File: src/rtl/vram_writer_if.sv
// rtl/vram_writer_if.sv - pixel stream, control and VRAM write bus of vram_writer
//
// Purpose: groups every non-clock, non-reset signal of vram_writer.
// Ports (as seen by the writer, modport slave):
//   BLANK       in   display is not reading VRAM, writes allowed
//   START/FILL  in   pulses that begin a stream load / solid fill
//   FILL_COLOR  in   fill colour, latched when FILL is accepted
//   ABORT       in   cancel the running operation
//   PIX_*       in   pixel stream (DATA/VALID/SOF), PIX_READY out
//   WR_*        out  registered VRAM write port (ADDR/DATA/EN)
//   BUSY/DONE   out  operation in progress / one-cycle completion
//   SYNC_ERR    out  sticky stream-misalignment flag
interface vram_writer_if #(
    parameter int AW = 15,
    parameter int DW = 12
);
    logic          BLANK;
    logic          START;
    logic          FILL;
    logic [DW-1:0] FILL_COLOR;
    logic          ABORT;
    logic [DW-1:0] PIX_DATA;
    logic          PIX_VALID;
    logic          PIX_SOF;
    logic          PIX_READY;
    logic [AW-1:0] WR_ADDR;
    logic [DW-1:0] WR_DATA;
    logic          WR_EN;
    logic          BUSY;
    logic          DONE;
    logic          SYNC_ERR;

    modport master (
        output BLANK, START, FILL, FILL_COLOR, ABORT, PIX_DATA, PIX_VALID, PIX_SOF,
        input  PIX_READY, WR_ADDR, WR_DATA, WR_EN, BUSY, DONE, SYNC_ERR
    );

    modport slave (
        input  BLANK, START, FILL, FILL_COLOR, ABORT, PIX_DATA, PIX_VALID, PIX_SOF,
        output PIX_READY, WR_ADDR, WR_DATA, WR_EN, BUSY, DONE, SYNC_ERR
    );
endinterface

File: src/rtl/vram_writer.sv
// rtl/vram_writer.sv - loads a pixel stream or a solid colour into VRAM during blanking
//
// Purpose: writes one full image (DEPTH words) into VRAM, either from a
// valid/ready pixel stream (LOAD) or as a single latched colour (FILL).
// Writes only happen while BLANK is high and appear one cycle after the
// pixel is accepted.
// Ports:
//   CLK    in  single clock, all logic on posedge
//   RST_N  in  asynchronous active-low reset
//   bus    vram_writer_if.slave: stream, control and VRAM write port
module vram_writer #(
    parameter int IMG_W = 150,
    parameter int IMG_H = 150,
    parameter int DEPTH = IMG_W * IMG_H,
    parameter int AW    = 15,
    parameter int DW    = 12
) (
    input  logic         CLK,
    input  logic         RST_N,
    vram_writer_if.slave bus
);
    typedef enum logic [1:0] {
        S_IDLE = 2'd0,
        S_LOAD = 2'd1,
        S_FILL = 2'd2
    } state_t;

    localparam logic [AW-1:0] LAST_ADDR = AW'(DEPTH - 1);

    state_t        state_q, state_d;
    logic [AW-1:0] cnt_q, cnt_d;
    logic [AW-1:0] wr_addr_q, wr_addr_d;
    logic [DW-1:0] wr_data_q, wr_data_d;
    logic [DW-1:0] color_q, color_d;
    logic          wr_en_q, wr_en_d;
    logic          done_q, done_d;
    logic          sync_err_q, sync_err_d;

    logic          do_write;
    logic [AW-1:0] addr_now;
    logic [DW-1:0] data_now;

    always_ff @(posedge CLK or negedge RST_N) begin
        if (!RST_N) begin
            state_q    <= S_IDLE;
            cnt_q      <= '0;
            wr_addr_q  <= '0;
            wr_data_q  <= '0;
            color_q    <= '0;
            wr_en_q    <= 1'b0;
            done_q     <= 1'b0;
            sync_err_q <= 1'b0;
        end else begin
            state_q    <= state_d;
            cnt_q      <= cnt_d;
            wr_addr_q  <= wr_addr_d;
            wr_data_q  <= wr_data_d;
            color_q    <= color_d;
            wr_en_q    <= wr_en_d;
            done_q     <= done_d;
            sync_err_q <= sync_err_d;
        end
    end

    always_comb begin
        state_d    = state_q;
        cnt_d      = cnt_q;
        wr_addr_d  = wr_addr_q;
        wr_data_d  = wr_data_q;
        color_d    = color_q;
        wr_en_d    = 1'b0;
        done_d     = 1'b0;
        sync_err_d = sync_err_q;
        do_write   = 1'b0;
        addr_now   = cnt_q;
        data_now   = color_q;

        case (state_q)
            S_IDLE: begin
                if (bus.START) begin
                    state_d    = S_LOAD;
                    cnt_d      = '0;
                    sync_err_d = 1'b0;
                end else if (bus.FILL) begin
                    state_d    = S_FILL;
                    cnt_d      = '0;
                    sync_err_d = 1'b0;
                    color_d    = bus.FILL_COLOR;
                end
            end
            S_LOAD: begin
                // A pixel handed over in the abort cycle is dropped so that
                // nothing is written after the abort takes effect.
                if (!bus.ABORT && bus.PIX_VALID && bus.BLANK) begin
                    do_write = 1'b1;
                    data_now = bus.PIX_DATA;
                    // Mid-frame SOF: realign so this pixel lands at address 0.
                    if (bus.PIX_SOF && (cnt_q != '0)) begin
                        addr_now   = '0;
                        sync_err_d = 1'b1;
                    end
                end
            end
            S_FILL: begin
                if (!bus.ABORT && bus.BLANK) begin
                    do_write = 1'b1;
                end
            end
            default: begin
                state_d = S_IDLE;
            end
        endcase

        if ((state_q != S_IDLE) && bus.ABORT) begin
            state_d = S_IDLE;
        end

        if (do_write) begin
            wr_en_d   = 1'b1;
            wr_addr_d = addr_now;
            wr_data_d = data_now;
            if (addr_now == LAST_ADDR) begin
                cnt_d   = '0;
                done_d  = 1'b1;
                state_d = S_IDLE;
            end else begin
                cnt_d = addr_now + AW'(1);
            end
        end
    end

    assign bus.PIX_READY = (state_q == S_LOAD) && bus.BLANK;
    assign bus.WR_ADDR   = wr_addr_q;
    assign bus.WR_DATA   = wr_data_q;
    assign bus.WR_EN     = wr_en_q;
    assign bus.BUSY      = (state_q != S_IDLE);
    assign bus.DONE      = done_q;
    assign bus.SYNC_ERR  = sync_err_q;
endmodule

File: src/flat_wrapper.sv
// flat-port wrapper written by rule: the top's interface ports become plain ports
module vram_writer_flat 
#(
    parameter int IMG_W = 150,
    parameter int IMG_H = 150,
    parameter int DEPTH = IMG_W * IMG_H,
    parameter int AW    = 15,
    parameter int DW    = 12
)
  (CLK, RST_N, bus_BLANK, bus_START, bus_FILL, bus_FILL_COLOR, bus_ABORT, bus_PIX_DATA, bus_PIX_VALID, bus_PIX_SOF, bus_PIX_READY, bus_WR_ADDR, bus_WR_DATA, bus_WR_EN, bus_BUSY, bus_DONE, bus_SYNC_ERR);
  vram_writer_if #(.AW(AW), .DW(DW)) bus_i ();
  input  logic CLK;
  input  logic RST_N;
  input wire logic [$bits(bus_i.BLANK)-1:0] bus_BLANK;
  input wire logic [$bits(bus_i.START)-1:0] bus_START;
  input wire logic [$bits(bus_i.FILL)-1:0] bus_FILL;
  input wire logic [$bits(bus_i.FILL_COLOR)-1:0] bus_FILL_COLOR;
  input wire logic [$bits(bus_i.ABORT)-1:0] bus_ABORT;
  input wire logic [$bits(bus_i.PIX_DATA)-1:0] bus_PIX_DATA;
  input wire logic [$bits(bus_i.PIX_VALID)-1:0] bus_PIX_VALID;
  input wire logic [$bits(bus_i.PIX_SOF)-1:0] bus_PIX_SOF;
  output wire logic [$bits(bus_i.PIX_READY)-1:0] bus_PIX_READY;
  output wire logic [$bits(bus_i.WR_ADDR)-1:0] bus_WR_ADDR;
  output wire logic [$bits(bus_i.WR_DATA)-1:0] bus_WR_DATA;
  output wire logic [$bits(bus_i.WR_EN)-1:0] bus_WR_EN;
  output wire logic [$bits(bus_i.BUSY)-1:0] bus_BUSY;
  output wire logic [$bits(bus_i.DONE)-1:0] bus_DONE;
  output wire logic [$bits(bus_i.SYNC_ERR)-1:0] bus_SYNC_ERR;
  assign bus_i.BLANK = bus_BLANK;
  assign bus_i.START = bus_START;
  assign bus_i.FILL = bus_FILL;
  assign bus_i.FILL_COLOR = bus_FILL_COLOR;
  assign bus_i.ABORT = bus_ABORT;
  assign bus_i.PIX_DATA = bus_PIX_DATA;
  assign bus_i.PIX_VALID = bus_PIX_VALID;
  assign bus_i.PIX_SOF = bus_PIX_SOF;
  assign bus_PIX_READY = bus_i.PIX_READY;
  assign bus_WR_ADDR = bus_i.WR_ADDR;
  assign bus_WR_DATA = bus_i.WR_DATA;
  assign bus_WR_EN = bus_i.WR_EN;
  assign bus_BUSY = bus_i.BUSY;
  assign bus_DONE = bus_i.DONE;
  assign bus_SYNC_ERR = bus_i.SYNC_ERR;
  vram_writer #(.IMG_W(IMG_W), .IMG_H(IMG_H), .DEPTH(DEPTH), .AW(AW), .DW(DW)) u_core (.CLK(CLK), .RST_N(RST_N), .bus(bus_i));
endmodule
File: config.mk
export PLATFORM = sky130hd
export DESIGN_NAME = vram_writer_flat
export DESIGN_NICKNAME = d
export VERILOG_FILES = /design/src/rtl/vram_writer_if.sv /design/src/rtl/vram_writer.sv /design/src/flat_wrapper.sv
export SDC_FILE = /design/constraint.sdc
export NUM_CORES = 1
export LEC_CHECK = 0
export CORE_ASPECT_RATIO = 0.8
export CORE_MARGIN = 8
export CORE_UTILIZATION = 53
export DETAILED_ROUTE_END_ITERATION = 10
export HOLD_SLACK_MARGIN = 0.12
export PLACE_DENSITY_LB_ADDON = 0.12
export SLEW_MARGIN = 0
export SYNTH_ARGS = -nofsm -noshare
export SYNTH_HDL_FRONTEND = slang
export SYNTH_SLANG_ARGS = --single-unit
File: constraint.sdc
create_clock -name CLK -period 7.55 [get_ports CLK]
set_input_delay 1.51 -clock CLK [delete_from_list [all_inputs] [get_ports CLK]]
set_output_delay 1.51 -clock CLK [all_outputs]
set_load 0.05 [all_outputs]
=== Yosys cells after proc, flatten, opt, wreduce, memory -nomap -nowiden ===
Cells that the tools add are included.

* Flip-flop bits (word level): 59
* Latch bits: 0
* RAM bits: 0
* Memory bits (read-only): 0
* Input bits: 32
* Output and inout bits: 32
* Memories kept: 0

* Add/sub/neg operators: 1
* Multipliers: 0
* Div/mod/pow operators: 0
* Magnitude comparators: 0
* Equality and inequality tests: 6
* Shifts and indexed selects: 0
* Muxes and demuxes: 27
* Bitwise logic cells: 1
* Reductions and logical operators: 17

{| class="wikitable"
|+ Operators by type and width
! operator !! count
|-
| 2-to-1 mux 15 bit || 8
|-
| 2-to-1 mux 12 bit || 2
|-
| adder 15 x 1 -> 15 bit, second input constant || 1
|-
| equality test 15 bit, second input constant || 1
|-
| nonzero test 15 bit || 1
|-
| 2-to-1 mux 2 bit || 5
|-
| 2-to-1 mux 1 bit || 9
|-
| logical AND 1 bit || 6
|-
| nonzero test 2 bit || 3
|-
| inequality test 2 x 1 -> 1 bit, second input constant || 2
|-
| one-hot mux 1 bit (2 select lines) || 2
|-
| one-hot mux 2 bit (2 select lines) || 1
|-
| AND reduction 4 bit || 1
|-
| inequality test 3 bit, second input constant || 1
|-
| AND reduction 3 bit || 1
|-
| nonzero test 3 bit || 1
|-
| equality test 2 x 1 -> 1 bit, second input constant || 1
|-
| equality test 2 bit, second input constant || 1
|-
| zero test 2 bit || 1
|-
| AND reduction 2 bit || 1
|-
| OR reduction 2 bit || 1
|-
| zero test 1 bit || 1
|-
| inverter 1 bit || 1
|}

=== Longest topological paths before layout ===
Gate-level depths: netlist of run 1.

* Depth in word-level cells: 8
* Mapped depth: 15
* Mapped depth without buffers: 12

=== Worst setup path after synthesis of run 1 ===
Ideal clock, no wire load.

* Path kind: input port to flip-flop
* Start: in bus_BLANK
* End: reg u_core.cnt_q[14]
* Library setup time: 0.118 ns
* Data arrival time: 3.580 ns
* Slack: 3.852 ns
* Cell stages on the path: 11
* Buffers on the path: 2
* Path through: and4b_1 > buf_6 > nand2_1 > clkbuf_1 > and2_1 > ha_1 > nand4_1 > a2111oi_4 > and4_1 > o21ai_1 > a21o_1

* Longest elaborated chain between the ends: 6

{| class="wikitable"
|+ Ends and longest elaborated chain
! element !! RTL line !! text
|-
| start, declared || flat_wrapper.sv:14 || <nowiki>input wire logic [$bits(bus_i.BLANK)-1:0] bus_BLANK;</nowiki>
|-
| logical AND 1 bit (*) || vram_writer.sv:94 || <nowiki>if (!bus.ABORT && bus.PIX_VALID && bus.BLANK) begin</nowiki>
|-
| 2-to-1 mux 15 bit (*) || vram_writer.sv:94 ||
|-
| 2-to-1 mux 15 bit (*) || vram_writer.sv:78 || <nowiki>case (state_q)</nowiki>
|-
| via u_core.addr_now[1] || vram_writer.sv:40 || <nowiki>logic [AW-1:0] addr_now;</nowiki>
|-
| adder 15 x 1 -> 15 bit or equality test 15 bit (tied branches) || vram_writer.sv:127, vram_writer.sv:122 ||
|-
| 2-to-1 mux 15 bit (*) || vram_writer.sv:122 || <nowiki>if (addr_now == LAST_ADDR) begin</nowiki>
|-
| 2-to-1 mux 15 bit (*) || vram_writer.sv:118 || <nowiki>if (do_write) begin</nowiki>
|-
| end signal, assigned || vram_writer.sv:55 || <nowiki>cnt_q <= cnt_d;</nowiki>
|-
| end, declared || vram_writer.sv:31 || <nowiki>logic [AW-1:0] cnt_q, cnt_d;</nowiki>
|}

The timed path passes the listed nets; every way through them passes the cells marked *.
A chain may end at the register's enable or synchronous reset.

=== Worst setup path in the final report of run 1 ===
* Start: in bus_ABORT
* End: reg u_core.cnt_q[7]

* Longest elaborated chain between the ends: 8

{| class="wikitable"
|+ Ends and longest elaborated chain
! element !! RTL line !! text
|-
| start, declared || flat_wrapper.sv:18 || <nowiki>input wire logic [$bits(bus_i.ABORT)-1:0] bus_ABORT;</nowiki>
|-
| zero test 1 bit (*) || vram_writer.sv:94 ||
|-
| logical AND 1 bit (*) (2 in series) || vram_writer.sv:94 ||
|-
| 2-to-1 mux 15 bit (*) || vram_writer.sv:94 ||
|-
| 2-to-1 mux 15 bit (*) || vram_writer.sv:78 ||
|-
| via u_core.addr_now[0] || vram_writer.sv:40 ||
|-
| adder 15 x 1 -> 15 bit or equality test 15 bit (tied branches) || vram_writer.sv:127, vram_writer.sv:122 ||
|-
| 2-to-1 mux 15 bit (*) || vram_writer.sv:122 ||
|-
| 2-to-1 mux 15 bit (*) || vram_writer.sv:118 ||
|}

Marked as above.

==> results.py, run 1 <==
metrics = {
    "outcome": {
        "status": "finished, final reports clean",
    },
    "min_path": {
        "holdCritPathClass": "reg2reg",
        "whs_path_depth": 2,
    },
    "detailed_routing": {
        "drt_iter0_markers": 267,
        "avgViaCountPerCell": 5.88,
        "drcViolationCount": 0,
        "ant_nets": 0,
        "vias": 2442,
        "first_pass_iters": 7,
        "wl_per_cell_um": 17.8,
        "drt_wl_total_um": 7380,
    },
    "layout": {
        "layout_commonest_cell": "clkdlybuf4s50_1",
        "area_growth_pct": 28.3,
        "layout_common_cells": "clkdlybuf4s50_1, dfrtp_1, nand2_1",
        "nets": 382,
        "layout-drive-gt1-share_pct": 11.7,
        "fin_area_sq_um": 3710,
        "antenna_cells": 0,
    },
    "yosys": {
        "ys_seq_elements": 59,
        "syn_area_sq_um": 2890,
        "ys.flop_type": "dfrtp_1",
        "synthCells": 287,
        "synth_area_leaders": "dfrtp_1, nand2_1, mux2_2",
        "ys_seq_area_share_pct": 51.1,
        "yosys.area.top_type": "dfrtp_1",
        "yosysUniqueCellTypes": 49,
        "synth-async-reset-ratio_pct": 100,
        "synth_edf_count": 0,
        "syn-num-nets": 323,
        "synth_top_area_share_pct": 51.1,
        "synth_area_per_cell_sq_um": 10.1,
        "yosysWarnings": 0,
    },
    "die": {
        "start_util_pct": 54.0,
        "design.portCount": 64,
        "rows": 24,
        "die_w_um": 98.5,
        "core-area_sq_um": 5350,
        "die_y_um": 82.0,
        "dieArea_sq_um": 8080,
    },
    "sta": {
        "max_slew_margin_pct": 50.3,
        "drv_slew": 0,
        "holdWs_ns": 0.477,
        "finalSetupViolCount": 0,
        "rsz0062_at_grt": "no",
        "max_freq_mhz": 208,
        "skew_ns": 0.00910,
        "worst_slew_pin_slew_ns": 0.745,
        "min_period_ns": 4.81,
        "setup-tns-final_ns": 0,
        "final.setup.worst_slack_ns": 2.74,
        "min_period_over_period_pct": 63.7,
        "hold_violations": 0,
    },
    "global_route": {
        "grt_overflow": 0,
        "antenna_found_initial": 0,
        "grt_max_degree": 60,
        "grt_pass1_wl_um": 12000,
        "grt_usage_pct": 19.2,
        "grt_pass1_vias": 2367,
    },
    "cts": {
        "cts-root-buf": "clkbuf_8",
        "clkTransAtPathRegs_ns": 0.07,
        "postCtsSetupBuffers": 0,
        "htreeDepth": 3,
        "clock_path_buffers": 2,
        "cts_resized": 0,
        "hold_buffers": 0,
        "clk-insertion-delay-late_ns": 0.34,
        "cts_tree": "done",
        "cts-buffers-inserted": 9,
        "clock_sinks": 59,
    },
    "place": {
        "gp_congestion": 0.935,
        "postPlaceCellArea_sq_um": 3510,
        "port-buffer-count": 63,
        "dp.final_hpwl_um": 5270,
        "place_ws_ns": 2.40,
    },
    "setup_path": {
        "cp.arrival_ns": 5.06,
        "crit_cells": 11,
        "cp_num_buf_inv": 2,
        "cp-start-kind": "primary input",
        "cpPeakStageDelay_ns": 0.74,
        "critPathMostFrequentCell": "nand2_1",
        "ff2ff_path_depth": 12,
        "critical_path.top_delay_family": "simple AND/OR/NAND/NOR gates",
        "cp_slowest_cell": "and4b_1",
        "crit_fanout": 16,
        "criticalPathCategory": "in2reg",
        "critPathCaptureType": "register",
        "cp_cell_sequence": "clkdlybuf4s50_1 > and4b_1 > nand2_1 > nand2_1 > inv_1 > ha_1 > nand4_1 > nor4_4 > a21oi_2 > nand2_1 > o31ai_1",
        "cp.required_ns": 7.80,
    },
    "power": {
        "p_per_area_nw_per_um2": 324,
        "peakVddDrop_v": 0.000263,
        "p_leak_uw": 0.00155,
    },
    "flow_run": {
        "max_cap_viol_count": 0,
    },
}
[cell usage after synthesis, types with 4 or more instances]
| master | number |
|---|---|
| dfrtp_1 | 59 |
| nand2_1 | 51 |
| o21ai_0 | 20 |
| o22ai_1 | 14 |
| mux2_2 | 13 |
| o21ai_1 | 13 |
| inv_1 | 12 |
| a21oi_1 | 10 |
| nand4_1 | 7 |
| nor2_1 | 7 |
| clkbuf_1 | 6 |
| and2_1 | 5 |
| nand3_1 | 5 |
| nor4_1 | 5 |
| a31oi_1 | 4 |
| buf_2 | 4 |
| ha_1 | 4 |
| o211ai_1 | 4 |
[cell type report]
cell class | instances | area [sq um]
Fill cell | 436 | 1640
Sequential cell | 59 | 1480
Multi-Input combinational cell | 199 | 1270
Timing Repair Buffer | 65 | 641
Clock buffer | 10 | 138
Tap cell | 65 | 81.3
Clock inverter | 5 | 53.8
Inverter | 12 | 45.0
[sequential cells by signal, summed over array words and instances, names as in the netlist]
| name | cells |
|---|---|
| u_core.bus.WR_DATA | 12 |
| u_core.bus.WR_EN | 1 |
| u_core.bus.SYNC_ERR | 1 |
| u_core.bus.WR_ADDR | 15 |
| u_core.bus.DONE | 1 |
| u_core.color_q | 12 |
| u_core.cnt_q | 15 |
| u_core.state_q | 2 |
[tightest hold or removal path, stage by stage (launching register included)]
cell and delay, ns:
dfrtp_1 0.34, nand2_1 0.04, o21ai_0 0.06
[report_power, final]
| group | total, uW | switching (uW) | internal (uW) |
|---|---|---|---|
| clock | 281 | 123 | 158 |
| sequential | 437 | 42.6 | 394 |
| combinational | 482 | 307 | 175 |
[through the flow]
step | power (uW) | cells | util [%]
after global routing | 1270 | 415 | 69.3
final | 1200 | 415 | 69.3
after floorplan | 768 | 287 | -
after detailed placement | 927 | 400 | 65.8
after global placement | 918 | 400 | 65.8
after CTS | 1210 | 415 | 69.3
[worst paths after layout]
| path | end | slack, ns | from |
|---|---|---|---|
| max | u_core.cnt_q[7]$_DFFE_PN0P_ | 2.74 | bus_ABORT |
| min | u_core.bus.WR_DATA[3]$_DFFE_PN0P_ | 0.48 | u_core.bus.WR_DATA[3]$_DFFE_PN0P_ |
| max reg2reg | u_core.cnt_q[7]$_DFFE_PN0P_ | 3.71 | u_core.state_q[1]$_DFF_PN0_ |
| min reg2reg | u_core.bus.WR_DATA[3]$_DFFE_PN0P_ | 0.48 | u_core.bus.WR_DATA[3]$_DFFE_PN0P_ |
| max in group asynchronous | u_core.bus.WR_ADDR[5]$_DFFE_PN0P_ | 5.73 | RST_N |
| min in group asynchronous | u_core.color_q[10]$_DFFE_PN0P_ | 1.33 | RST_N |
[routing by layer]
layer | up-vias | wire (um) | GRT usage, %
li1 | 1160 | - | -
met1 | 1162 | 3320 | 24.5
met2 | 103 | 3410 | 29.8
met3 | 17 | 559 | 6.94
met4 | 0 | 99 | 6.56
met5 | - | 0 | 0
[logic make-up after synthesis]
| group | after synthesis | share of synthesized area [%] |
|---|---|---|
| simple gates | 97 | 17.9 |
| buf+inv | 29 | 4.85 |
| mux | 14 | 5.42 |
| fa+ha+maj | 4 | 1.73 |
| flops | 59 | 51.1 |
| compound gates | 84 | 19.0 |
No activity file was read; power rests on OpenSTA's default activity.
==> inputs of run 2 (changes only) <==
--- a/config.mk
+++ b/config.mk
@@ -7,7 +7,7 @@
 export LEC_CHECK = 0
 export CORE_ASPECT_RATIO = 0.8
 export CORE_MARGIN = 8
-export CORE_UTILIZATION = 53
+export CORE_UTILIZATION = 50
 export DETAILED_ROUTE_END_ITERATION = 10
 export HOLD_SLACK_MARGIN = 0.12
 export PLACE_DENSITY_LB_ADDON = 0.12
==> constraint.sdc (replaced) <==
create_clock -name CLK -period 4.9 [get_ports CLK]
set_input_delay 0.98 -clock CLK [delete_from_list [all_inputs] [get_ports CLK]]
set_output_delay 0.98 -clock CLK [all_outputs]
set_load 0.05 [all_outputs]
==> results.py, run 2 (synthesis results as in run 1) <==
metrics = {
    "outcome": {
        "status": "finished, final reports clean",
    },
    "cts": {
        "cts_tree": "done",
        "cts-root-buf": "clkbuf_8",
        "hold_buffers": 0,
        "postCtsSetupBuffers": 0,
        "clock_path_buffers": 2,
        "htreeDepth": 3,
        "clock_sinks": 59,
        "clkTransAtPathRegs_ns": 0.06,
        "clk-insertion-delay-late_ns": 0.34,
        "cts-buffers-inserted": 9,
        "cts_resized": 0,
    },
    "sta": {
        "finalSetupViolCount": 0,
        "skew_ns": 0.00910,
        "hold_violations": 0,
        "max_slew_margin_pct": 50.6,
        "min_period_ns": 3.61,
        "worst_slew_pin_slew_ns": 0.741,
        "rsz0062_at_grt": "no",
        "drv_slew": 0,
        "max_freq_mhz": 277,
        "min_period_over_period_pct": 73.6,
        "setup-tns-final_ns": 0,
    },
    "layout": {
        "layout_commonest_cell": "clkdlybuf4s50_1",
        "antenna_cells": 0,
        "final_cells": 430,
        "layout-drive-gt1-share_pct": 12.2,
        "area_growth_pct": 28.6,
        "layout_common_cells": "clkdlybuf4s50_1, dfrtp_1, nand2_1",
        "nets": 384,
    },
    "die": {
        "dieArea_sq_um": 8480,
        "die_y_um": 84.0,
        "die_w_um": 101,
        "design.portCount": 64,
        "core-area_sq_um": 5530,
        "rows": 24,
        "start_util_pct": 52.3,
    },
    "setup_path": {
        "criticalPathCategory": "in2reg",
        "timing.rr.start": "u_core.state_q[1]$_DFF_PN0_",
        "cp.required_ns": 5.17,
        "worst-r2r-setup-slack_ns": 1.74,
        "ff2ff_path_depth": 12,
        "cp.arrival_ns": 3.88,
        "critPathCaptureType": "register",
        "crit_fanout": 12,
        "cp-start-kind": "primary input",
        "r2r_end": "u_core.cnt_q[14]$_DFFE_PN0P_",
    },
    "flow_run": {
        "max_cap_viol_count": 0,
    },
    "global_route": {
        "antenna_found_initial": 0,
        "grt_usage_pct": 18.1,
        "grt_pass1_wl_um": 12000,
        "grt_pass1_vias": 2320,
        "grt_max_degree": 60,
        "grt_overflow": 0,
    },
    "power": {
        "p_leak_uw": 0.00155,
        "peakVddDrop_v": 0.000423,
        "p_per_area_nw_per_um2": 484,
    },
    "place": {
        "gp_congestion": 0.951,
        "dp.final_hpwl_um": 5220,
        "dp.cells": 415,
        "port-buffer-count": 63,
    },
    "detailed_routing": {
        "avgViaCountPerCell": 5.64,
        "ant_nets": 0,
        "wl_per_cell_um": 17.2,
        "drt_iter0_markers": 273,
        "drt_wl_total_um": 7380,
        "vias": 2427,
        "drcViolationCount": 0,
        "first_pass_iters": 4,
    },
    "min_path": {
        "whs_endpoint": "u_core.bus.WR_DATA[5]$_DFFE_PN0P_",
        "hold_start": "u_core.bus.WR_DATA[5]$_DFFE_PN0P_",
        "whs_path_depth": 2,
        "holdCritPathClass": "reg2reg",
    },
}
## run 2: changes by cell type in the layout (fill, tap and decap cells not counted), sizes merged
cell | before | now
buf | 3 | 5
clkinvlp | 0 | 2
bufinv | 1 | 0
clkinv | 4 | 3
## run 2: layout make-up
| type | count | area, sq um |
|---|---|---|
| clock buffer | 10 | 138 |
| clock inverter | 5 | 30.0 |
| fill | 475 | 1810 |
| inverter | 12 | 45.0 |
| multi-input combinational | 199 | 1270 |
| sequential | 59 | 1480 |
| tap | 78 | 97.6 |
| timing repair buffer | 67 | 656 |
## run 2: critical path, cell delays in order
cell and delay [ns]:
clkdlybuf4s50_1 0.51, and4b_1 0.23, nand2_1 0.32, nand2_1 0.17, inv_1 0.09, ha_1 0.25, nand4_1 0.31, a2111oi_4 0.44
nand3_1 0.19, nor4b_1 0.28, a21o_1 0.12
## run 2: per-layer routing
| layer | global-route usage (%) | routed length (um) | vias to the layer above |
|---|---|---|---|
| li1 | - | - | 1160 |
| met1 | 23.3 | 3210 | 1174 |
| met2 | 27.7 | 3490 | 89 |
| met3 | 7.17 | 631 | 4 |
| met4 | 4.59 | 45 | 0 |
| met5 | 0 | 0 | - |
## run 2: worst max path at each step
stage              start                            to  slack (ns)  depth (start not counted)
2_1_floorplan  bus_BLANK  u_core.cnt_q[14]$_DFFE_PN0P_        1.73                         11
3_3_place_gp   bus_ABORT  u_core.cnt_q[14]$_DFFE_PN0P_        1.19                         11
3_5_place_dp   bus_ABORT  u_core.cnt_q[14]$_DFFE_PN0P_        1.01                         11
4_1_cts        bus_ABORT  u_core.cnt_q[14]$_DFFE_PN0P_        1.35                         11
5_1_grt        bus_ABORT  u_core.cnt_q[14]$_DFFE_PN0P_        1.05                         11
6_report       bus_ABORT  u_core.cnt_q[14]$_DFFE_PN0P_        1.29                         11
## run 2: per-stage QoR
step           power [uW]  worst slack [ns]  hold slack (ns)  utilization [%]  area, sq um
2_1_floorplan        1180              1.73            0.480                -         2890
3_3_place_gp         1410              1.19            0.460             64.2         3550
3_5_place_dp         1430              1.01            0.468             64.2         3550
4_1_cts              1810              1.35            0.484             67.2         3710
5_1_grt              1900              1.05            0.505             67.2         3710
6_report             1800              1.29            0.477             67.2         3710
## run 2: power by group
part / internal, uW / switching (uW) / total [uW]
logic: 271 / 473 / 744
clock network: 191 / 187 / 378
registers: 607 / 66.9 / 674
total: 1070 / 727 / 1800
==> inputs of run 3 (changes only) <==
==> constraint.sdc (replaced) <==
create_clock -name CLK -period 3.45 [get_ports CLK]
set_input_delay 0.69 -clock CLK [delete_from_list [all_inputs] [get_ports CLK]]
set_output_delay 0.69 -clock CLK [all_outputs]
set_load 0.05 [all_outputs]
==> results.py, run 3 (synthesis results as in run 1) <==
metrics = {
    "setup_path": {
        "critical_path.top_delay_family": "simple AND/OR/NAND/NOR gates",
        "critPathCaptureType": "register",
        "crit_fanout": 7,
        "cp_slowest_cell": "clkdlybuf4s50_1",
        "criticalPathCategory": "in2reg",
        "cp.required_ns": 3.74,
        "critPathMostFrequentCell": "nand2_1",
        "cpPeakStageDelay_ns": 0.51,
        "cp_num_buf_inv": 2,
        "cp.arrival_ns": 3.42,
        "cp-start-kind": "primary input",
        "worst-r2r-setup-slack_ns": 0.46,
        "cp_cell_sequence": "clkdlybuf4s50_1 > and4b_1 > nand2_1 > nand2_1 > inv_1 > ha_1 > nand4_1 > a2111oi_4 > nand3_1 > nor4b_1 > a21o_1",
    },
    "detailed_routing": {
        "first_pass_iters": 4,
        "avgViaCountPerCell": 5.69,
        "vias": 2469,
        "drcViolationCount": 0,
        "wl_per_cell_um": 17.5,
        "drt_wl_total_um": 7580,
        "drt_iter0_markers": 234,
        "ant_nets": 0,
    },
    "sta": {
        "max_freq_mhz": 320,
        "setup-tns-final_ns": 0,
        "worst_slew_pin_slew_ns": 0.758,
        "max_slew_margin_pct": 49.2,
        "drv_slew": 0,
        "skew_ns": 0.00979,
        "hold_violations": 0,
        "min_period_over_period_pct": 90.7,
        "finalSetupViolCount": 0,
        "min_period_ns": 3.13,
        "rsz0062_at_grt": "no",
    },
    "global_route": {
        "grt_max_degree": 60,
        "grt_pass1_vias": 2365,
        "grt_usage_pct": 18.4,
        "antenna_found_initial": 0,
        "grt_overflow": 0,
        "grt_pass1_wl_um": 12100,
    },
    "cts": {
        "htreeDepth": 3,
        "clock_sinks": 59,
        "cts-root-buf": "clkbuf_8",
        "postCtsSetupBuffers": 0,
        "clkTransAtPathRegs_ns": 0.07,
        "cts_tree": "done",
        "hold_buffers": 0,
        "cts_resized": 0,
        "cts-buffers-inserted": 9,
        "clock_path_buffers": 2,
        "clk-insertion-delay-late_ns": 0.34,
    },
    "power": {
        "peakVddDrop_v": 0.000599,
        "p_leak_uw": 0.00160,
        "p_per_area_nw_per_um2": 716,
    },
    "place": {
        "dp.final_hpwl_um": 5380,
        "gp_congestion": 0.952,
        "port-buffer-count": 63,
    },
    "die": {
        "dieArea_sq_um": 8480,
        "die_w_um": 101,
        "core-area_sq_um": 5530,
        "die_y_um": 84.0,
        "start_util_pct": 52.3,
        "rows": 24,
        "design.portCount": 64,
    },
    "layout": {
        "antenna_cells": 0,
        "area_growth_pct": 31.7,
        "fill_cells": 446,
        "layout_common_cells": "clkdlybuf4s50_1, dfrtp_1, nand2_1",
        "layout_commonest_cell": "clkdlybuf4s50_1",
        "layout-drive-gt1-share_pct": 13.2,
        "nets": 388,
        "post-route-util_pct": 68.8,
    },
    "outcome": {
        "status": "finished, final reports clean",
    },
    "min_path": {
        "holdCritPathClass": "reg2reg",
    },
    "flow_run": {
        "max_cap_viol_count": 0,
    },
}
## run 3: final cells by class
class                           instances  area, sq um  share of cell area (%)
Timing Repair Buffer                   71          698                    18.4
Multi-Input combinational cell        199         1270                    33.4
Clock inverter                          5         77.6                    2.04
Tap cell                               78         97.6                    2.57
Sequential cell                        59         1480                    38.8
Inverter                               12         45.0                    1.18
Clock buffer                           10          138                    3.62
## run 3: tightest hold or removal path, cell delays in order, from the launching register on
cell	delay, ns
dfrtp_1	0.34
nand2_1	0.05
o21ai_0	0.06
## run 3: layer usage
layer / GRT usage [%] / up-vias / share of wire, %
met1: 24.3 / 1169 / 45
li1: - / 1177 / -
met5: 0 / - / 0
met4: 4.99 / 0 / 0.95
met2: 26.4 / 114 / 45
met3: 8.08 / 9 / 9.1
## run 3: final timing paths
kind	endpoint	depth (start not counted)	from
setup reg to reg	u_core.cnt_q[14]$_DFFE_PN0P_	12	u_core.state_q[1]$_DFF_PN0_
setup / recovery	u_core.cnt_q[14]$_DFFE_PN0P_	11	bus_ABORT
hold / removal	u_core.bus.WR_ADDR[7]$_DFFE_PN0P_	2	u_core.bus.WR_ADDR[7]$_DFFE_PN0P_
min in group asynchronous	u_core.color_q[6]$_DFFE_PN0P_	2	RST_N
hold reg to reg	u_core.bus.WR_ADDR[7]$_DFFE_PN0P_	2	u_core.bus.WR_ADDR[7]$_DFFE_PN0P_
max in group asynchronous	u_core.bus.WR_DATA[9]$_DFFE_PN0P_	2	RST_N
## run 3: stage by stage
| stage | instances | hold WS [ns] | power [uW] | setup WS (ns) | area (sq um) |
|---|---|---|---|---|---|
| finish | 434 | 0.477 | 2720 | 0.321 | 3800 |
| global route | 434 | 0.501 | 2850 | 0.178 | 3800 |
| CTS | 434 | 0.483 | 2730 | 0.409 | 3800 |
| detailed placement | 419 | 0.469 | 2040 | 0.0526 | 3590 |
| global placement | 419 | 0.460 | 2020 | 0.196 | 3590 |
| floorplan | 287 | 0.394 | 1680 | 0.572 | 2890 |
## run 3: power breakdown
part	switching [uW]	internal [uW]	total, uW
clock network	274	419	693
logic	678	394	1070
registers	95.8	862	958
total	1050	1680	2720
